==> config.mk <==
export PLATFORM = sky130hd
export DESIGN_NAME = key_debounce
export DESIGN_NICKNAME = d
export VERILOG_FILES = /design/src/rtl/key_debounce.sv
export SDC_FILE = /design/constraint.sdc
export NUM_CORES = 1
export LEC_CHECK = 0
export ABC_CLOCK_PERIOD_IN_PS = 6000
export CAP_MARGIN = 5
export CORE_UTILIZATION = 40
export CTS_BUF_LIST = sky130_fd_sc_hd__clkbuf_16
export DETAILED_ROUTE_END_ITERATION = 10
export GPL_TIMING_DRIVEN = 1
export HOLD_SLACK_MARGIN = 0.12
export SLEW_MARGIN = 0
export SYNTH_ARGS = -nofsm -noshare
export SYNTH_HDL_FRONTEND = slang
export SYNTH_SLANG_ARGS = --single-unit
==> constraint.sdc <==
create_clock -name clk -period 6 [get_ports clk]
set_input_delay 0.9 -clock clk [delete_from_list [all_inputs] [get_ports clk]]
set_output_delay 0.9 -clock clk [all_outputs]
set_load 0.005 [all_outputs]
==> src/rtl/key_debounce.sv <==
// rtl/key_debounce.sv - per-key 2-FF synchroniser and debounce FSM for active-low push-buttons
// Produces a clean pressed level plus single-cycle press, release and long-press events.
module key_debounce #(
   parameter int KEY_W        = 2,
   parameter int DEBOUNCE_CYC = 1_000_000,
   parameter int LONG_CYC     = 100_000_000
) (
   input  logic             clk,
   input  logic             rst_n,
   input  logic [KEY_W-1:0] key,
   output logic [KEY_W-1:0] key_down,
   output logic [KEY_W-1:0] key_press,
   output logic [KEY_W-1:0] key_release,
   output logic [KEY_W-1:0] key_long
);

   typedef enum logic [1:0] {
      IDLE    = 2'd0,
      FILT_DN = 2'd1,
      DOWN    = 2'd2,
      FILT_UP = 2'd3
   } state_e;

   localparam logic [31:0] DB_LAST   = 32'(DEBOUNCE_CYC - 1);
   localparam logic [31:0] LONG_LAST = 32'(LONG_CYC - 1);

   for (genvar g = 0; g < KEY_W; g++) begin : g_key
      logic        s1_q;
      logic        s2_q;
      state_e      state_q;
      logic [31:0] cnt_q;
      logic [31:0] lcnt_q;
      logic [31:0] lcnt_d;
      logic        down_q;
      logic        press_q;
      logic        release_q;
      logic        long_q;

      // Sync flops reset to the released level so a held key after reset still sees a falling edge.
      always_ff @(posedge clk or negedge rst_n) begin
         if (!rst_n) begin
            s1_q <= 1'b1;
            s2_q <= 1'b1;
         end else begin
            s1_q <= key[g];
            s2_q <= s1_q;
         end
      end

      // Long-press counter saturates at its terminal value so key_long fires once per press.
      always_comb begin
         lcnt_d = lcnt_q;
         if (state_q == DOWN && lcnt_q < LONG_LAST) begin
            lcnt_d = lcnt_q + 32'd1;
         end
      end

      always_ff @(posedge clk or negedge rst_n) begin
         if (!rst_n) begin
            state_q   <= IDLE;
            cnt_q     <= 32'd0;
            lcnt_q    <= 32'd0;
            down_q    <= 1'b0;
            press_q   <= 1'b0;
            release_q <= 1'b0;
            long_q    <= 1'b0;
         end else begin
            press_q   <= 1'b0;
            release_q <= 1'b0;
            long_q    <= 1'b0;
            case (state_q)
               IDLE: begin
                  if (!s2_q) begin
                     state_q <= FILT_DN;
                     cnt_q   <= 32'd0;
                  end
               end
               FILT_DN: begin
                  if (s2_q) begin
                     state_q <= IDLE;
                     cnt_q   <= 32'd0;
                  end else if (cnt_q == DB_LAST) begin
                     state_q <= DOWN;
                     press_q <= 1'b1;
                     down_q  <= 1'b1;
                     lcnt_q  <= 32'd0;
                  end else begin
                     cnt_q <= cnt_q + 32'd1;
                  end
               end
               DOWN: begin
                  lcnt_q <= lcnt_d;
                  if (lcnt_d == LONG_LAST && lcnt_q != LONG_LAST) begin
                     long_q <= 1'b1;
                  end
                  if (s2_q) begin
                     state_q <= FILT_UP;
                     cnt_q   <= 32'd0;
                  end
               end
               FILT_UP: begin
                  if (!s2_q) begin
                     state_q <= DOWN;
                  end else if (cnt_q == DB_LAST) begin
                     state_q   <= IDLE;
                     release_q <= 1'b1;
                     down_q    <= 1'b0;
                     lcnt_q    <= 32'd0;
                  end else begin
                     cnt_q <= cnt_q + 32'd1;
                  end
               end
               default: begin
                  state_q <= IDLE;
               end
            endcase
         end
      end

      assign key_down[g]    = down_q;
      assign key_press[g]   = press_q;
      assign key_release[g] = release_q;
      assign key_long[g]    = long_q;
   end

endmodule

==> results.yml, run 1 <==
floorplanning:
  die_h_um: 146
  core_region_area_um2: 20300
  dieArea_um2: 21400
  std_cell_rows: 52
  ios: 12
  die_x_um: 146
  start_util_pct: 41.0
cells_and_area:
  final_cell_mix: "dfrtp_1, nor2_1, nand2_1, a21oi_1, nand3_1"
  fillers: 2008
  area_growth_pct: 9.70
  num_antenna_cells: 0
  seq_area_um2: 3610
  nets: 936
  drive_above_1_share_pct: 8.71
  multi_input_area_um2: 4430
  layout_commonest_cell: "dfrtp_1"
setup_path:
  worst_setup_path_start_kind: "flip-flop"
  worst_ep_required_time_ns: 6.32
  crit_type: "flip-flop to flip-flop"
  path_max_fanout: 15
  crit_arrival_ns: 4.06
  endpoint_kind: "flip-flop"
grt:
  grt_pass1_vias: 6527
  grt_use_met1_pct: 27.3
  busiest_layer: "met2"
  overflow: 0
  gr-usage-met2_pct: 28.0
  grt_pass1_wl_um: 32900
  grt_util_all_layers_pct: 18.9
  antenna_found_initial: 0
  use_met3_pct: 4.41
  grt_max_degree: 110
power_and_ir_drop:
  finalPower_mw: 2.04
  p_leak_nw: 3.67
  vdd_drop_max_uv: 190
  powerDensity_nw_per_um2: 223
drt:
  detail-route-antenna-nets: 0
  drt-pass1-iter-count: 5
  drt_iter0_markers: 519
  viasPerCell: 5.65
  wl_per_cell_um: 15.7
  num_vias: 6846
  post-route-drc-count: 0
  routed_wl_um: 19000
logic_synthesis:
  yosysSeqAreaShare_pct: 43.3
  synth_top_area_share_pct: 42.1
  synth_edf_count: 0
  synth_warnings: 0
  synth_seq_cells: 144
  synth_area_um2: 8330
  async_flop_share_pct: 100
  yosys-top-cells-area: "dfrtp_1, nor2_1, nand2_1"
  synth_cell_types: 72
  synth-main-ff-cell: "dfrtp_1"
  synth_cells: 934
  yosysTopAreaCell: "dfrtp_1"
  syn_avg_cell_area_um2: 8.92
  synth_nets: 942
hold_path:
  hold_class: "flip-flop to flip-flop"
placed_design:
  gp_congestion: 0.879
  numPortBuffers: 11
  hpwl_um: 12800
sta:
  max-slew-margin-rel_pct: 31.7
  finalSetupViolations: 0
  setup_tns_ns: 0
  tightest_slew_ns: 1.02
  hold_viol: 0
  fmax_ghz: 0.268
  fin_crit_ns: 3.73
  maxSlewViolCount: 0
  grt_setup_unrepaired: "false"
  post-route-period-util_pct: 62.2
  fin_worst_skew_ns: 0.0105
run:
  maxCapViolations: 0
clocking:
  clockRootBuffer: "clkbuf_16"
  clk_pin_slew_worst_paths_ns: 0.07
  postCtsSetupRepairBufs: 0
  cts-resized-gates: 0
  htree_num_levels: 4
  cts_hold_buf: 0
  clock_latency_ns: 0.43
  clockBufferDepth: 2
  tritoncts: "yes"
  numCtsBuffers: 17
  clkSinkCount: 144
run_status:
  status: "finished clean"
## metrics by stage
step	instances	setup slack [ns]	instance area [um2]	util, %	hold slack [ns]
3_5_place_dp	1179	2.37	8600	42.4	0.349
6_report	1211	2.27	9140	45.0	0.358
4_1_cts	1211	2.35	9140	45.0	0.358
3_3_place_gp	1179	2.42	8600	42.4	0.346
5_1_grt	1211	1.98	9140	45.0	0.365
2_1_floorplan	934	3.21	8330	-	0.345
## synth_stat cells, types with 19 or more instances
master / instances
nand3_1: 62
xor2_1: 35
mux2i_1: 28
dfrtp_1: 140
and3_1: 22
nand2_1: 90
o21ai_0: 57
a21oi_1: 62
clkbuf_1: 26
nand4_1: 33
nor2_1: 96
xnor2_1: 19
nor3_1: 26
## final timing paths
check,start,endpoint,slack (ns),cells after the start
setup / recovery,g_key[1].state_q[0]$_DFFE_PN0P_,g_key[1].long_q$_DFF_PN0_,2.27,8
hold / removal,g_key[0].s1_q$_DFF_PN1_,g_key[0].s2_q$_DFF_PN1_,0.36,0
setup reg to reg,g_key[1].state_q[0]$_DFFE_PN0P_,g_key[1].long_q$_DFF_PN0_,2.27,8
hold reg to reg,g_key[0].s1_q$_DFF_PN1_,g_key[0].s2_q$_DFF_PN1_,0.36,0
max in group asynchronous,rst_n,g_key[0].s1_q$_DFF_PN1_,4.35,2
min in group asynchronous,rst_n,g_key[1].cnt_q[18]$_DFFE_PN0P_,0.58,1
## critical path, cell delays in order (launching register included)
cell and delay (ns):
dfrtp_1 0.53, nor2b_1 0.78, nand2_1 0.27, nor4_4 0.52, nand2_2 0.29, or4_2 0.64
xor2_1 0.17, nor4_1 0.19, nor4b_2 0.25
## cells by family (layout without fill, tap and decap cells)
logic type	count (synthesis)	count (layout)	synth area share (%)
simple gates	452	452	29.1
flops	144	144	43.3
fa+ha+maj	4	4	0.601
buf+inv	59	66	3.61
compound gates	187	187	13.5
mux	34	34	4.18
xor+xnor	54	54	5.68
## layout make-up
| type | count | area share [%] |
|---|---|---|
| Sequential cell | 144 | 39.5 |
| Clock buffer | 17 | 4.66 |
| Multi-Input combinational cell | 731 | 48.5 |
| Tap cell | 270 | 3.70 |
| Clock inverter | 15 | 1.20 |
| Timing Repair Buffer | 19 | 1.88 |
| Inverter | 15 | 0.616 |
## registers in the layout, indices dropped and copies added (netlist names), named ones only
signal and flops:
g_key.long_q 2, g_key.press_q 2, g_key.state_q 2, g_key.down_q 2, g_key.s1_q 2, g_key.lcnt_q 64
g_key.cnt_q 64, g_key.s2_q 2, g_key.release_q 2
## where the power goes
part | internal, mW | switching (mW)
clock | 0.532 | 0.449
combinational | 0.0163 | 0.0470
sequential | 0.980 | 0.0126
## layer usage
metal / wire length [um] / share of wire, %
met5: 0 / 0
met4: 307 / 1.6
met3: 679 / 3.6
met2: 8350 / 44
met1: 9650 / 51
(Power assumes the default switching activity.)
==> run 2, diff against run 1 <==
--- a/config.mk
+++ b/config.mk
@@ -5,7 +5,7 @@
 export SDC_FILE = /design/constraint.sdc
 export NUM_CORES = 1
 export LEC_CHECK = 0
-export ABC_CLOCK_PERIOD_IN_PS = 6000
+export ABC_CLOCK_PERIOD_IN_PS = 3400
 export CAP_MARGIN = 5
 export CORE_UTILIZATION = 40
 export CTS_BUF_LIST = sky130_fd_sc_hd__clkbuf_16
==> constraint.sdc (replaced) <==
create_clock -name clk -period 3.4 [get_ports clk]
set_input_delay 0.51 -clock clk [delete_from_list [all_inputs] [get_ports clk]]
set_output_delay 0.51 -clock clk [all_outputs]
set_load 0.005 [all_outputs]
==> results.yml, run 2 (same netlist as run 1, synthesis figures left out) <==
drt:
  post-route-drc-count: 0
  detail-route-antenna-nets: 0
  viasPerCell: 5.58
  drt-pass1-iter-count: 5
  drt_iter0_markers: 418
  num_vias: 6819
  wl_per_cell_um: 15.3
  routed_wl_um: 18700
cells_and_area:
  nets: 946
  area_growth_pct: 11.3
  layout_commonest_cell: "dfrtp_1"
  reg_top3: "g_key.cnt_q: 64 flops, g_key.lcnt_q: 64 flops"
  fin_util_pct: 45.6
  final_cell_mix: "dfrtp_1, nor2_1, nand2_1, nand3_1, a21oi_1"
  drive_above_1_share_pct: 9.99
  num_antenna_cells: 0
power_and_ir_drop:
  powerDensity_nw_per_um2: 396
  p_seq_share_pct: 47.7
  combPwrFrac_pct: 3.2
  vdd_drop_max_uv: 362
  p_leak_nw: 3.73
  p_int_mw: 2.78
  switchingPower_mw: 0.892
  p_clk_share_pct: 49.0
  p_sw_share_pct: 24.3
setup_path:
  r2r_slack_ns: 0.34
  worst_ep_required_time_ns: 3.73
  timing.rr.end: "g_key[1].long_q$_DFF_PN0_"
  crit_arrival_ns: 3.39
  worst_setup_path_start_kind: "flip-flop"
  endpoint_kind: "flip-flop"
  crit_slowest_cell: "or4_4"
  r2r-start: "g_key[1].lcnt_q[0]$_DFFE_PN0P_"
  critical-path-top-delay-family: "simple AND/OR/NAND/NOR gates"
  reg2reg_depth: 9
  path_max_fanout: 8
  crit_chain: "ha_1 -> and3_2 -> nand4_4 -> or4_4 -> or4b_1 -> a21oi_1 -> o22ai_1 -> nor4_1 -> nor4b_2"
  crit_type: "flip-flop to flip-flop"
  cpPeakStageDelay_ns: 0.57
  critPathBufInv: 0
sta:
  setup_tns_ns: 0
  grt_setup_unrepaired: "false"
  fmax_ghz: 0.326
  maxSlewViolCount: 0
  fin_crit_ns: 3.06
  hold_viol: 0
  fin_worst_skew_ns: 0.00911
  post-route-period-util_pct: 90.1
  finalSetupViolations: 0
  tightest_slew_ns: 0.897
  max-slew-margin-rel_pct: 40.2
placed_design:
  gp_congestion: 0.899
  numPortBuffers: 11
  hpwl_um: 13000
grt:
  grt_max_degree: 69
  grt_pass1_vias: 6529
  overflow: 0
  grt_util_all_layers_pct: 18.5
  antenna_found_initial: 0
  grt_pass1_wl_um: 32600
hold_path:
  min_to: "g_key[0].s2_q$_DFF_PN1_"
  hold_class: "flip-flop to flip-flop"
  worstHoldPathCells: 0
  min_from: "g_key[0].s1_q$_DFF_PN1_"
clocking:
  clkSinkCount: 144
  clk_pin_slew_worst_paths_ns: 0.07
  numCtsBuffers: 17
  postCtsSetupRepairBufs: 0
  clock_latency_ns: 0.42
  htree_num_levels: 4
  clockRootBuffer: "clkbuf_16"
  clockBufferDepth: 2
  tritoncts: "yes"
floorplanning:
  die_x_um: 146
  ios: 12
  core_region_area_um2: 20300
  die_h_um: 146
  std_cell_rows: 52
  dieArea_um2: 21400
  start_util_pct: 41.0
run_status:
  status: "finished clean"
run:
  maxCapViolations: 0
run 2: cell count changes in the layout (fill, tap and decap cells not counted), sizes merged:
cell / delta
buf: +9
clkinv: -2
clkinvlp: +2
bufinv: +1
dlygate4sd3: +1
inv: -1
run 2: cell type report:
type,count,area (um2)
timing repair buffer,29,262
sequential,144,3610
clock buffer,17,425
tap,270,338
fill,1968,11000
multi-input combinational,731,4440
clock inverter,15,138
inverter,15,56.3
run 2: worst max-delay path by stage:
stage	to	startpoint	slack [ns]	depth (start not counted)
6_report	g_key[1].long_q$_DFF_PN0_	g_key[1].lcnt_q[0]$_DFFE_PN0P_	0.34	9
5_1_grt	g_key[1].long_q$_DFF_PN0_	g_key[1].lcnt_q[0]$_DFFE_PN0P_	0.08	9
4_1_cts	g_key[1].long_q$_DFF_PN0_	g_key[1].lcnt_q[0]$_DFFE_PN0P_	0.25	9
3_5_place_dp	g_key[1].long_q$_DFF_PN0_	g_key[1].lcnt_q[0]$_DFFE_PN0P_	0.30	9
3_3_place_gp	g_key[1].long_q$_DFF_PN0_	g_key[1].lcnt_q[0]$_DFFE_PN0P_	0.37	9
2_1_floorplan	g_key[1].long_q$_DFF_PN0_	g_key[1].lcnt_q[0]$_DFFE_PN0P_	0.61	10
run 2: what timing repair did:
action                     in CTS  in global routing
hold buffers                    1                  0
setup endpoints to repair       0                  3
gates resized for setup         0                  2
hold endpoints to repair       41                  0
run 2: power groups by stage:
stage / registers, mW / clock network, mW / logic, mW
6_report: 1.75 / 1.80 / 0.119
5_1_grt: 1.75 / 1.91 / 0.140
4_1_cts: 1.75 / 1.85 / 0.124
3_5_place_dp: 1.78 / 0 / 0.122
3_3_place_gp: 1.78 / 0 / 0.122
2_1_floorplan: 1.78 / 0 / 0.0594
run 2: per-stage QoR:
step	hold WS [ns]	total power, mW	cell area, um2	std cells	setup WS [ns]
global placement	0.346	1.90	8690	1188	0.370
detailed placement	0.347	1.90	8690	1188	0.295
global route	0.359	3.81	9270	1221	0.0814
floorplan	0.214	1.83	8330	934	0.609
finish	0.353	3.67	9270	1221	0.336
CTS	0.352	3.72	9260	1221	0.253
run 2: routing by layer:
metal / global-route usage [%] / wire length [um]
met1: 27.1 / 9660
met2: 27.9 / 8330
met3: 2.63 / 483
met4: 6.04 / 259
met5: 0 / 0
==> RTL edit, RTL diff (flow settings as in run 2) <==
Add an input register stage for `key`; this delays it by one clock.
--- a/src/rtl/key_debounce.sv
+++ b/src/rtl/key_debounce.sv
@@ -24,6 +24,12 @@
    localparam logic [31:0] DB_LAST   = 32'(DEBOUNCE_CYC - 1);
    localparam logic [31:0] LONG_LAST = 32'(LONG_CYC - 1);
 
+   logic [KEY_W-1:0] key_q;
+
+   always_ff @(posedge clk) begin
+      key_q <= key;
+   end
+
    for (genvar g = 0; g < KEY_W; g++) begin : g_key
       logic        s1_q;
       logic        s2_q;
@@ -42,7 +48,7 @@
             s1_q <= 1'b1;
             s2_q <= 1'b1;
          end else begin
-            s1_q <= key[g];
+            s1_q <= key_q[g];
             s2_q <= s1_q;
          end
       end
Check against the original RTL: same outputs for any inputs over 10 cycles, from zero or initial values and one cycle with rst_n low; that may be too few to reach the edited logic, so the function may still have changed.
==> RTL edit against run 2 <==
  * Wire length rose by 8.1%
  * Worst hold slack worse by 0.21 ns
  * Cell area grew 3.3%
  * Area after synthesis up 2.1%
  * Worst setup slack worse by 0.19 ns
  * Core utilization increased by 0.93 points
  * Sequential cell count up 2
  * Largest cell class unchanged
  * Total power increased by 5.2%
  * Synthesized cell count increased by 4.1%
  * First-iteration DRC count grew 25%
==> RTL edit: results (changes against run 2) <==
| Item | This run | Unit | vs run 2 |
|:---|:---|:---|:---|
| Run status | completed | - |  |
| Post-route worst hold slack | 0.141 | ns | -0.212 ns |
| Fraction of final layout cells with drive strength greater than 1 | 9.00 | % | -0.99 points |
| Maximum fanout along the worst path | 10 | - | +2 |
| Via count | 7,199 | - | +5.6% |
| Vias in the first global route | 6,896 | - | +5.6% |
| Count of hold-fix buffers inserted at cts | 0 | - | -1 |
| Setup slack on the worst flop-to-flop path | 0.15 | ns | -0.19 ns |
| Synth async-reset ratio | 98.6 | % | -1.4 points |
| Largest net degree at the start of global routing | 88 | - | +28% |
| Global routing usage summed across all routing layers | 19.6 | % | +1.2 points |
| Leading cell types by total area after synthesis | dfrtp_1 (41%), nor2_1 (4.8%), xor2_1 (4.2%), nand2_1 (4.0%), a21oi_1 (3.7%) | - |  |
| Proportion of synthesized chip area in sequential cells | 42.9 | % | -0.42 points |
| HPWL after detailed placement | 13,900 | um | +6.8% |
| Worst-Margin Slew | 0.910 | ns | +0.0129 ns |
| Worst Skew | 0.0128 | ns | +0.00364 ns |
| First-pass GRT wire length | 34,700 | um | +6.5% |
| Endpoint arrival time on the critical path | 3.55 | ns | +0.16 ns |
| Xor and xnor fraction of the mapped netlist area | 6.59 | % | +0.91 points |
| Net count after synthesis | 980 | - | +4.0% |
| Drt first-iter violations | 524 | - | +25% |
| WL per Instance | 16.1 | um | +4.9% |
| Class of the worst hold path | in2async | - |  |
| Placer's final routability congestion estimate | 0.957 | - | +6.4% |
| Compound-cell area share of the yosys netlist | 13.5 | % | -0.043 points |
| Worst vdd ir | 302 | uV | -17% |
| Number of fillers in the final layout | 2,041 | - | +3.7% |
| Placement-stage cell area | 0.00896 | mm^2 | +3.2% |
| Inserted Clock Buffers | 17 | - | unchanged |
| Synth cell count leaders | dfrtp_1 (140), nor2_1 (108), nand2_1 (90) | - |  |
| Arithmetic-cell share of the synthesized area counting full adders, half adders and majority gates | 0.588 | % | -0.012 points |
| Leakage power | 3.92 | nW | +5.0% |
RTL edit: final timing paths:
kind | cells after the start | start | endpoint
worst max-delay path | 7 | g_key[1].lcnt_q[9]$_DFFE_PN0P_ | g_key[1].long_q$_DFF_PN0_
worst min-delay path | 1 | rst_n | g_key[0].cnt_q[15]$_DFFE_PN0P_
worst max register to register | 7 | g_key[1].lcnt_q[9]$_DFFE_PN0P_ | g_key[1].long_q$_DFF_PN0_
worst min register to register | 0 | key_q[1]$_DFF_P_ | g_key[1].s1_q$_DFF_PN1_
max in group asynchronous | 2 | rst_n | g_key[0].release_q$_DFF_PN0_
min in group clk | 0 | key_q[1]$_DFF_P_ | g_key[1].s1_q$_DFF_PN1_
RTL edit: metal layers:
metal  vias up  track usage (%)  routed length, um
met4         0             6.03                263
met3        22             3.73                888
li1       3529                -                  -
met2       199             30.0               9030
met5         -                0                  0
met1      3449             28.1              10100
RTL edit: where the power goes:
group          switching, mW  internal, mW
clock                  0.759          1.22
combinational         0.0800        0.0284
sequential            0.0156          1.75
RTL edit: cells by family after synthesis:
group           count (synthesis)
fa+ha+maj                       4
mux                            25
flops                         146
buf+inv                        80
xor+xnor                       64
compound gates                183
simple gates                  470
RTL edit: per-stage QoR:
step / worst slack (ns) / instances
2_1_floorplan: 0.469 / 972
3_3_place_gp: 0.380 / 1227
3_5_place_dp: 0.242 / 1227
4_1_cts: 0.222 / 1259
5_1_grt: 0.0239 / 1259
6_report: 0.148 / 1259
RTL edit: area by class of cell:
class | count | area (um^2) | share of cell area [%]
Timing Repair Buffer | 45 | 367 | 3.83
Sequential cell | 146 | 3650 | 38.1
Clock inverter | 15 | 190 | 1.99
Multi-Input combinational cell | 746 | 4530 | 47.3
Inverter | 20 | 75.1 | 0.784
Tap cell | 270 | 338 | 3.53
Clock buffer | 17 | 425 | 4.44
RTL edit: worst max-delay path, cell delays in order, from the launching register on:
cell	delay (ns)
dfrtp_1	0.47
nor2_1	0.14
nor4b_1	0.75
a2111oi_4	0.24
nor4_1	0.53
xor2_1	0.12
or4_1	0.49
a2111oi_0	0.38
